===== config.mk =====
export PLATFORM = sky130hd
export DESIGN_NAME = video_fetch
export DESIGN_NICKNAME = d
export VERILOG_FILES = /design/src/rtl/video_fetch.sv
export SDC_FILE = /design/constraint.sdc
export NUM_CORES = 1
export LEC_CHECK = 0
export ABC_AREA = 0
export BUFFER_PORTS_ARGS = -buffer_cell sky130_fd_sc_hd__buf_2
export CAP_MARGIN = 20
export CORE_AREA = 2 2 107 78
export CTS_CLUSTER_DIAMETER = 80
export CTS_CLUSTER_SIZE = 20
export DETAILED_ROUTE_END_ITERATION = 8
export DIE_AREA = 0 0 109 80
export HOLD_SLACK_MARGIN = 0.03
export PLACE_DENSITY = 0.84
export SKIP_LAST_GASP = 1
export SLEW_MARGIN = 25
export SYNTH_ARGS = -nofsm -noshare
export SYNTH_HDL_FRONTEND = slang
export SYNTH_SLANG_ARGS = --single-unit

===== constraint.sdc =====
create_clock -name i_clk -period 7.7 [get_ports i_clk]
set_clock_uncertainty 0.15 [all_clocks]
set_input_delay 1.155 -clock i_clk [delete_from_list [all_inputs] [get_ports i_clk]]
set_output_delay 1.155 -clock i_clk [all_outputs]
set_load 0.03 [all_outputs]

===== src/rtl/video_fetch.sv =====
// video_fetch: fetches one scan line of 16-bit words from video RAM per line-end event and
// streams it to the line buffer. Define VIDEO_FETCH_OVERRUN_CNT_EN to build the overrun counter.
module video_fetch #(
    parameter int ADDR_W         = 18,
    parameter int WORDS_PER_LINE = 128,
    parameter int LINE_STRIDE    = 128,
    parameter int MAX_OUTST      = 4
) (
    input  logic              i_clk,
    input  logic              i_reset,
    input  logic              i_enable,
    input  logic [ADDR_W-1:0] i_base,
    input  logic [7:0]        i_line_idx,
    input  logic              i_line_end,
    input  logic              i_frame_end,
    output logic              o_mem_req,
    output logic [ADDR_W-1:0] o_mem_addr,
    input  logic              i_mem_ack,
    input  logic              i_mem_rvalid,
    input  logic [15:0]       i_mem_rdata,
    output logic              o_vdata_valid,
    output logic              o_vdata_reset,
    output logic [15:0]       o_vdata,
    output logic              o_busy,
    output logic [7:0]        o_overrun_cnt
);
    localparam int ISS_W = $clog2(WORDS_PER_LINE + 1);
    localparam int OUT_W = 4;

    typedef enum logic [2:0] {ST_IDLE, ST_RST, ST_FETCH, ST_WAIT, ST_DRAIN} state_t;

    state_t            state, state_d;
    logic [ADDR_W-1:0] base_sh, line_addr, line_addr_d, addr, addr_d, start_addr;
    logic [ISS_W-1:0]  issued, issued_d, issued_nx;
    logic [OUT_W-1:0]  outst, outst_d;
    logic              req, req_d, to_rst, to_rst_d, ovr_inc, fire, ret;
    logic              vdata_valid, vdata_reset;
    logic [15:0]       vdata;

    assign fire       = req & i_mem_ack;
    assign ret        = i_mem_rvalid & (outst != '0);
    assign issued_nx  = issued + ISS_W'(fire);
    // Uses the registered base, so a coincident frame end only affects the following line.
    assign start_addr = base_sh + ADDR_W'(i_line_idx) * ADDR_W'(LINE_STRIDE);

    always_comb begin
        outst_d = outst;
        if (fire && !ret)
            outst_d = outst + OUT_W'(1);
        else if (!fire && ret)
            outst_d = outst - OUT_W'(1);
    end

    // NOTE: every output of this block gets a default first, so no path can infer a latch.
    always_comb begin
        state_d     = state;
        req_d       = 1'b0;
        addr_d      = fire ? addr + ADDR_W'(1) : addr;
        issued_d    = issued_nx;
        line_addr_d = line_addr;
        to_rst_d    = to_rst;
        ovr_inc     = 1'b0;
        case (state)
            ST_IDLE: begin
                if (i_line_end && i_enable) begin
                    line_addr_d = start_addr;
                    state_d     = ST_RST;
                end
            end
            ST_RST: begin
                if (!i_enable) begin
                    state_d = ST_IDLE;
                end else if (i_line_end) begin
                    line_addr_d = start_addr;
                end else begin
                    issued_d = '0;
                    addr_d   = line_addr;
                    req_d    = 1'b1;
                    state_d  = ST_FETCH;
                end
            end
            ST_FETCH, ST_WAIT: begin
                if (!i_enable) begin
                    to_rst_d = 1'b0;
                    state_d  = ST_DRAIN;
                end else if (i_line_end) begin
                    line_addr_d = start_addr;
                    to_rst_d    = 1'b1;
                    ovr_inc     = 1'b1;
                    state_d     = ST_DRAIN;
                end else if (state == ST_WAIT) begin
                    if (outst == '0)
                        state_d = ST_IDLE;
                end else if (issued_nx == ISS_W'(WORDS_PER_LINE)) begin
                    state_d = ST_WAIT;
                end else begin
                    req_d = (outst_d < OUT_W'(MAX_OUTST));
                end
            end
            ST_DRAIN: begin
                if (i_line_end && i_enable) begin
                    line_addr_d = start_addr;
                    to_rst_d    = 1'b1;
                end
                if (outst == '0)
                    state_d = ((i_line_end && i_enable) || to_rst) ? ST_RST : ST_IDLE;
            end
            default: state_d = ST_IDLE;
        endcase
    end

    // NOTE: sequential state uses non-blocking assignments so all registers see pre-edge values.
    always_ff @(posedge i_clk or posedge i_reset) begin
        if (i_reset) begin
            state       <= ST_IDLE;
            req         <= 1'b0;
            addr        <= '0;
            issued      <= '0;
            outst       <= '0;
            line_addr   <= '0;
            to_rst      <= 1'b0;
            base_sh     <= '0;
            vdata_reset <= 1'b0;
            vdata_valid <= 1'b0;
            vdata       <= '0;
        end else begin
            state       <= state_d;
            req         <= req_d;
            addr        <= addr_d;
            issued      <= issued_d;
            outst       <= outst_d;
            line_addr   <= line_addr_d;
            to_rst      <= to_rst_d;
            vdata_reset <= (state_d == ST_RST);
            if (i_frame_end)
                base_sh <= i_base;
            // Data returning while draining belongs to an aborted line and is dropped.
            vdata_valid <= 1'b0;
            if (i_mem_rvalid && (state == ST_RST || state == ST_FETCH || state == ST_WAIT)) begin
                vdata_valid <= 1'b1;
                vdata       <= i_mem_rdata;
            end
        end
    end

`ifdef VIDEO_FETCH_OVERRUN_CNT_EN
    logic [7:0] ovr_cnt;

    always_ff @(posedge i_clk or posedge i_reset) begin
        if (i_reset)
            ovr_cnt <= '0;
        else if (ovr_inc && ovr_cnt != 8'hFF)
            ovr_cnt <= ovr_cnt + 8'd1;
    end

    assign o_overrun_cnt = ovr_cnt;
`else
    logic unused_ovr_inc;
    assign unused_ovr_inc = ovr_inc;
    assign o_overrun_cnt  = '0;
`endif

    assign o_mem_req     = req;
    assign o_mem_addr    = addr;
    assign o_vdata_valid = vdata_valid;
    assign o_vdata_reset = vdata_reset;
    assign o_vdata       = vdata;
    assign o_busy        = (state != ST_IDLE);

endmodule


After elaboration in Yosys (flattened, before gate mapping) --
Cells that the tools add are included. Widths: inputs -> output; s select.
Word-level totals: bits in registers 89, output and inout bits 46, word-level logic and storage cells 86
Cells by class: add/sub/neg operators 5, order comparisons 1, eq/ne operators 11, multiplexer cells 36, bitwise operators 2, reduce and logical (&&, ||, !) cells 20
Operator list (count):
- $mux 18 | 7
- $pmux 18 s2 | 1
- $mux 3 | 9
- $mux 8 | 3
- $add 18x1->18 const B | 1
- $add 18x15->18 | 1
- $pmux 3 s4 | 1
- $mux 1 | 11
- $add 8x1->8 | 1
- $eq 8x8->1 const B | 1
- $mux 4 | 2
- $eq 3x1->1 const B | 2
- $eq 3x2->1 const B | 2
- $ne 2x1->1 const B | 3
- $add 4x1->4 const B | 1
- $logic_and 1x1->1 | 4
- $logic_not 4->1 | 1
- $lt 4x3->1 const B | 1
- $pmux 1 s2 | 2
- $reduce_and 4->1 | 1
- $reduce_bool 2->1 | 2
- $reduce_bool 4->1 | 1
- $reduce_or 2->1 | 2
- $sub 4x1->4 const B | 1
- other kinds (10) | 14

Depth between registers and ports, before layout --
Gate-level depths: netlist of the first run.
depth in word-level cells 11, gate-level depth with buffers 11

Least setup slack after synthesis of the first run --
Ideal clock, no wire load.
kind input to register, from input i_mem_ack, to register req, in the netlist o_mem_req, arrival 2.972 ns, data required time 7.474 ns, path slack 4.502 ns, stages 8, buffers on the path 1, path through and2_1 -> clkbuf_1 -> ha_1 -> or2b_1 -> o41ai_1 -> xor2_1 -> or4_1 -> o21ai_1
Between the ends: cells in the longest elaborated chain, start to end 11
Ends and longest elaborated chain:
- from (decl) | line 18 | input logic i_mem_ack,
- $and 1x1->1 (*) | line 40 | assign fire = req & i_mem_ack;
- $logic_not 1->1 | line 50 | else if (!fire && ret)
- $logic_and 1x1->1 | line 50
- $mux 4 | line 50
- $mux 4 (*) | line 48 | if (fire && !ret)
- via outst_d[3] | line 35 | logic [OUT_W-1:0] outst, outst_d;
- $lt 4x3->1 (*) | line 97 | req_d = (outst_d < OUT_W'(MAX_OUTST));
- $mux 1 (*) | line 94 | end else if (issued_nx == ISS_W'(WORDS_PER_LINE)) begin
- $mux 1 (*) | line 91 | end else if (state == ST_WAIT) begin
- $mux 1 (*) | line 86 | end else if (i_line_end) begin
- $mux 1 (*) | line 83 | if (!i_enable) begin
- $pmux 1 s2 (*) | line 63 | case (state)
- via req_d | line 36 | logic req, req_d, to_rst, to_rst_d, ovr_inc, fire, ret;
- to (signal assigned) | line 128 | req <= req_d;
- to (decl) | line 36
The timed path passes the listed nets; every way through them passes the cells marked *. A chain may end at the register's enable or synchronous reset.

Worst setup path in the final report of the first run --
Same ends and word-level chain as after synthesis.

==> impl_summary.md, run 1 <==
Clocking
Clock tree synthesis selected as its root buffer the cell sky130_fd_sc_hd__clkbuf_8. The buffer count from post-CTS setup fixing is 0. The clock passes through at most 2 buffers. Post-CTS repair changed the size of 0 cells.

The clock buffer count from CTS is 9. The number of clock sinks is 89. At the later pin of the worst-skew pair, clock insertion delay measures 0.37 ns. The H-tree level count is 3. The clock transition at the register clock pins on the worst setup and hold paths after CTS is 0.08 ns. The number of hold buffers added after CTS is 0.

TritonCTS built the clock tree.

Layout
The layout overhead on the synthesized area is 14.4%. The filler cells instantiated in the layout total 586. Of the cells placed in the final design, the portion with a size suffix greater than 1 is 0.307. The final cell count without fillers is 599. 0 antenna diodes ended up in the layout. The number of nets in the finished design is 559.

Drt
The number of remaining DRC errors is 0. After detailed routing, the average wire length per cell comes to 14.4 um. Using the TritonRoute via totals, the vias-per-cell ratio works out to 5.39.

The total via count in the routed design is 3226. Summed over all layers, the routed wires come to 8.66 mm. The residual antenna-violating net count after detailed routing is 0. Before antenna repair, the detailed router went through 4 iterations. For this block, the initial DRC count from the detailed router was 178.

Yosys
The area share of xor/xnor cells in the synthesized design is 0.0648. The cell count after synthesis came out at 413. The number of distinct standard cells referenced by the synthesized netlist is 51. The multiplexer share of the synthesized area is 0.111.

The number of enable flip-flop cells after synthesis is 0. The post-synthesis area per instance is 10.8 um^2. For this run, the number of Yosys warnings is 0. Counting flops and latches in the post-synthesis netlist gives 89. The prevailing post-synth register cell is sky130_fd_sc_hd__dfrtp_1.

For this run, asynchronously set or reset flops after synthesis account for 1.00. The area fraction in and, or, nand and nor cells after synthesis is 0.146. The area share of fa/ha/maj cells after synthesis is 0.0465. After synthesis, the largest family of logic cells by area is simple AND/OR/NAND/NOR gates. The fraction of the mapped netlist area in compound gates is 0.0835.

The synthesized area is 4460 um^2. The fraction of the yosys area taken by sequential cells is 0.499.

Timing
The hold violation total from the final report is 0. The setup TNS is 0 ns. Setup repair after global routing left no endpoint under its margin. The final count of negative-setup-slack endpoints is 0. The worst path needs 3.07 ns of the cycle, external delays included. For the pin with the worst max-slew slack, the measured transition is 0.784 ns. Headroom to the max-slew limit came out at 0.477. The share of the clock period used by the worst path after layout is 0.399. Based on the critical path, the design can be clocked at up to 326 MHz. The number of max-slew violations in the final report was 0.

Setup path
On the worst path, the slowest cell contributes a delay of 0.54 ns. For the worst setup path, the data arrival time is 3.21 ns. Counting both buffers and inverters, the worst setup path holds a total of 1. STA puts the critical path data required time at 7.84 ns.

The peak fanout along the critical path is 7. The type of the worst setup path is input pin to register. The critical path endpoint category is a register. The cell with the largest stage delay on the worst path is sky130_fd_sc_hd__or4_1.

The sort of element at the start of the critical path is an input pin. Walking the worst path, the cells encountered are buf_2, and2_1, ha_1, or2b_1, o41ai_1, xor2_1, or4_1, o21ai_1. Among cell families on the critical path, the largest total delay comes from simple AND/OR/NAND/NOR gates.

Power and ir drop
For this design the ratio of total power to cell area is 342 nW/um^2. The leakage component of the power is 2.35 nW. IR analysis of the VDD net gives a maximum drop of 0.000275 V.

Overall power consumption after layout is estimated at 1.74 mW.

Hold path
The class of the most critical hold timing path is register to register.

Global routing
In the global route stage, overall resource usage came out at 0.216. The pin count of the biggest net entering global routing is 90. The initial antenna violation count is 0.

The leftover overflow at the end of global routing is 0. The via count of the first global-routing pass is 3146. The wire length of the first global-routing pass is 14.4 mm.

Floorplanning
The die extent in x is 109 um. The area of the die is 8720 um^2. The number of I/O pins is 95. The floorplan has 27 rows. After floorplanning, the core was sized to cover 7670 um^2. Measured along the y axis, the die boundary spans 80 um. The initial utilization of the core area, before any placement, comes to 0.582.

Place
The congestion estimate from routability-driven global placement came to 0.787. The number of placed instances with taps included is 584. The number of port buffers is 86. Summed over all nets, the half-perimeter wirelength after detailed placement is 6.34 mm.

Status
The run finished with clean final reports.

Flow run
The max-capacitance violation count is 0.
-- synth_stat cells, drive strengths merged (2+ instances only) --
master  count  share of area
and2        3         0.0042
nand2      49          0.041
nor3b       4          0.012
o211ai      2         0.0034
o21a        2         0.0034
inv        14          0.012
o21ai      33          0.037
and3        5         0.0073
nor3        8          0.011
nand4       8          0.011
ha         15          0.042
nand3      13          0.017
xnor2      14          0.027
nand2b      4         0.0056
nor2       22          0.019
a21o        4         0.0067
a21oi      10          0.011
dfrtp      89           0.50
mux2       43           0.11
o41ai       3         0.0059
buf        18          0.027
nor4        3         0.0042
a211oi      2         0.0034
xor2       19          0.037
a31oi       2         0.0028
clkbuf      8         0.0098
-- metal layers --
metal,up-vias,wire length (um),global-route usage
met5,-,0,0
met4,0,87,0.0603
met3,14,487,0.0865
met2,82,4120,0.345
met1,1551,3960,0.273
li1,1579,-,-
-- state kept, by name, indices dropped and copies added (netlist names) --
signal,cells
o_vdata_reset,1
outst,4
o_vdata,16
o_vdata_valid,1
base_sh,18
to_rst,1
state,3
o_mem_addr,18
line_addr,18
issued,8
o_mem_req,1
-- cells by family after synthesis --
group	count (synthesis)
mux	44
flops	89
other cells	1
fa+ha+maj	16
xor+xnor	33
compound gates	63
simple gates	127
buf+inv	40
-- worst reg2reg max path: cells and delay by family, from the launching register on --
kind                     cells  cell delay [ns]
AND/OR/NAND/NOR              4             1.07
flip-flops                   1             0.45
buffers and inverters        1             0.07
adder cells (fa/ha/maj)      2             0.46
AO/OA/AOI/OAI                2             0.47
XOR/XNOR                     1             0.16
-- power by group --
part	internal (mW)	total [mW]	switching, mW
clock network	0.166	0.322	0.156
logic	0.250	0.667	0.417
registers	0.623	0.756	0.133
-- per-stage QoR --
step           worst slack (ns)  utilization  hold slack [ns]  area (um^2)
2_1_floorplan              4.09            -            0.294         4490
3_3_place_gp               4.40        0.640            0.309         4900
3_5_place_dp               4.29        0.640            0.316         4910
4_1_cts                    4.66        0.666            0.330         5100
5_1_grt                    4.57        0.666            0.352         5100
6_report                   4.63        0.666            0.331         5100
-- cell type report --
type | instances | area (um^2) | share of cell area
Clock inverter | 2 | 37.5 | 0.00735
Clock buffer | 13 | 159 | 0.0311
Inverter | 14 | 53.8 | 0.0105
Multi-Input combinational cell | 291 | 2040 | 0.400
Timing Repair Buffer | 89 | 457 | 0.0895
Sequential cell | 89 | 2230 | 0.436
Tap cell | 101 | 126 | 0.0248
-- final timing paths --
check | slack [ns] | cells past startpoint | from | to
setup / recovery | 4.63 | 8 | i_mem_ack | o_mem_req
hold / removal | 0.33 | 2 | line_addr[0] | o_mem_addr[0]
setup reg to reg | 4.80 | 10 | outst[0] | o_mem_req
hold reg to reg | 0.33 | 2 | line_addr[0] | o_mem_addr[0]
max in group asynchronous | 6.03 | 3 | i_reset | base_sh[5]
min in group asynchronous | 0.84 | 3 | i_reset | o_vdata[9]
-- cells in the final DEF, fill, tap and decap left out, drive strengths merged, types with 5 or more instances in the layout --
cell,Yosys,routed
conb,1,8
dfrtp,89,89
a21oi,10,10
buf,18,89
nand2,49,49
nand3,13,13
nand4,8,8
xor2,19,19
nor3,8,8
xnor2,14,14
o21ai,33,33
inv,14,13
ha,15,15
nor2,22,22
mux2,43,43
clkbuf,8,13
and3,5,5
Note: power is estimated with default switching activity, not from simulation.
==> run 2: changes to the inputs <==
Settings changed: CORE_AREA 2 2 107 78 to 2 2 118 85, DIE_AREA 0 0 109 80 to 0 0 120 87, PLACE_DENSITY 0.84 to 0.75.
Clock period 7.7 ns to 2.73 ns, I/O delays scaled along.
==> impl_summary.md, run 2 (synthesis gave the netlist of run 1 again) <==
Global routing
The global routing's busiest layer is met2. The global-route usage over all layers is 0.178 (-0.0382). The wire length of the first global-routing pass is 14.7 mm (+2.2%). The initial antenna violation count is 0 (unchanged).

The pin count of the biggest net entering global routing came to 90 (unchanged). The global-route met3 utilization is 0.0543 (-0.0322). The leftover overflow at the end of global routing is 0 (unchanged). The routing usage on met2 came to 0.295 (-0.0499). The met1 layer usage reported by global route was 0.231 (-0.0424). The via count of the first global-routing pass is 3204 (+1.8%).

Drt
The number of remaining DRC errors was 0 (unchanged). The detailed-route wire length is 8.92 mm (+3.1%). The final routed wire length divided by cell count is 14.1 um (-2.5%). The detailed-router iteration count before antenna repair was 4 (unchanged). The number of DRC violations after detailed-routing iteration 0 is 152 (-15%). The residual antenna-violating net count after detailed routing came to 0 (unchanged). The total via count in the routed design is 3247 (+0.65%).

The via density per instance is 5.13 (-4.8%).

Clocking
The clock tree root buffer cell is sky130_fd_sc_hd__clkbuf_16. The clock transition at the register clock pins on the worst setup and hold paths after CTS is 0.06 ns (-0.02 ns). The clock tree from TritonCTS is done.

The clock buffer count from CTS is 9 (unchanged). The clock insertion delay at the later pin of the skew report is 0.34 ns (-0.03 ns). The largest buffer count on any clock path is 2 (unchanged). The H-tree level count is 3 (unchanged).

The number of clock sinks is 89 (unchanged). The number of hold buffers added after CTS is 0 (unchanged).

Place
The post-placement setup slack is 0.0269 ns (-4.27 ns). The final weighted congestion of routability-driven global placement came to 0.810 (+2.9%). The HPWL after detailed placement is 6.30 mm (-0.53%). The number of port buffers is 86 (unchanged).

Timing
The final-layout worst hold slack came to 0.0184 ns (-0.313 ns). Static timing analysis puts the maximum clock frequency at 395 MHz. The minimum setup slack in the final design is 0.198 ns (-4.43 ns). The final count of negative-setup-slack endpoints is 0 (unchanged). The worst path needs 2.53 ns of the cycle, external delays included. The relative slew slack came to 0.661 (+0.184).

The hold violation total from the final report was 0 (unchanged). The transition time of the tightest slew-check pin is 0.501 ns (-0.283 ns). The setup TNS was 0 ns (unchanged). The share of the clock period used by the worst path after layout is 0.927. The number of max-slew violations in the final report came to 0 (unchanged). Setup repair after global routing left no endpoint under its margin.

Layout
The fraction of final layout cells with drive strength greater than 1 is 0.337 (+0.0294). Compared with the post-synthesis result, the final layout area differs by 19.7%. The number of nets in the finished design was 565 (+1.1%). The fraction of the core area covered by cells at the end of the flow was 0.567 (-0.0988). The fill cell instance count of the final layout was 817 (+39%).

Leaving out fill and tap cells, the most frequent cells in the layout are sky130_fd_sc_hd__dfrtp_1 (88), sky130_fd_sc_hd__buf_2 (86), sky130_fd_sc_hd__nand2_1 (47). The antenna diode count came to 0 (unchanged). Leaving out fill and tap cells, the most frequent cell in the layout is sky130_fd_sc_hd__dfrtp_1.

Floorplanning
The area of the die came to 10400 um^2 (+20%). The number of I/O pins is 95 (unchanged). The floorplan die height is 87 um (+8.8%). The number of rows in the core area was 30 (+11%). The die extent in x came to 120 um (+10%).

The placeable core area is 9420 um^2 (+23%). The effective utilization at floorplan came to 0.474 (-0.108).

Flow run
The max-capacitance violation count came to 0 (unchanged).

Power and ir drop
The ratio of total power to cell area was 999 nW/um^2 (+190%). The leakage component of the power was 2.43 nW (+3.4%). The worst-case vdd ir drop is 0.000547 V (+99%).

Status
The run finished with clean final reports.

Setup path
The critical path in this run is classified as register to register. The critical path endpoint category is a register. The data required time at the worst endpoint is 2.84 ns (-5.00 ns).

The data arrival time of the critical path is 2.65 ns (-0.56 ns). The sort of element at the start of the critical path is a register. The peak fanout along the critical path came to 3 (-4).

Hold path
The path class of the tightest hold or removal check is input pin to async pin.
==> run 2: cell count changes in the layout (fill, tap and decap cells not counted), moves of 3 or more <==
cell and change:
sky130_fd_sc_hd__buf_4 +6, sky130_fd_sc_hd__clkbuf_16 +9, sky130_fd_sc_hd__clkbuf_8 -11, sky130_fd_sc_hd__ha_1 -3, sky130_fd_sc_hd__inv_6 +3
==> run 2: layout make-up <==
cell class,count,area (um^2),area share
inverters,14,56.3,0.0105
well taps,128,160,0.0300
clock buffers,9,225,0.0422
clock inverters,7,76.3,0.0143
multi-input cells,291,2080,0.390
repair buffers,95,510,0.0956
flip-flops and latches,89,2230,0.417
==> run 2: per-layer routing <==
layer,up-vias,part of all wire
met2,89,0.46
met4,0,0.0085
li1,1592,-
met1,1557,0.48
met5,-,0
met3,9,0.050
==> run 2: timing repair <==
item	CTS	global route
endpoints found under the setup margin	1	1
buffers inserted	0	3
pin swaps	0	4
resized for setup	1	9
==> run 2: report_power, final <==
group | internal (mW) | switching [mW] | leakage, nW
registers | 1.76 | 0.366 | 1.09
logic | 0.760 | 1.21 | 1.20
clock network | 0.717 | 0.523 | 0.143
==> run 2: final timing paths <==
kind                       depth (start not counted)  slack [ns]           from              to
setup / recovery                                  11        0.20       outst[1]       o_mem_req
hold / removal                                     3        0.02        i_reset      o_vdata[6]
setup reg to reg                                  11        0.20       outst[1]       o_mem_req
hold reg to reg                                    2        0.33  line_addr[11]  o_mem_addr[11]
max in group asynchronous                          3        1.98        i_reset        outst[0]
min in group i_clk                                 3        0.13      i_base[8]      base_sh[8]
==> run 2: critical path, stage by stage, from the launching register on <==
cell                      delay, ns
sky130_fd_sc_hd__dfrtp_1       0.38
sky130_fd_sc_hd__inv_1         0.07
sky130_fd_sc_hd__ha_2          0.18
sky130_fd_sc_hd__nand2_2       0.08
sky130_fd_sc_hd__nand2_2       0.09
sky130_fd_sc_hd__inv_2         0.08
sky130_fd_sc_hd__ha_4          0.14
sky130_fd_sc_hd__or2b_1        0.26
sky130_fd_sc_hd__o41ai_2       0.35
sky130_fd_sc_hd__xor2_1        0.13
sky130_fd_sc_hd__or4_1         0.40
sky130_fd_sc_hd__o21ai_1       0.13
==> run 2: metrics by stage <==
stage	instances	total power [mW]	area (um^2)
4_1_cts	630	5.33	5290
5_1_grt	633	5.68	5340
2_1_floorplan	420	3.51	4490
3_3_place_gp	614	3.98	4980
3_5_place_dp	614	4.06	4980
6_report	633	5.34	5340
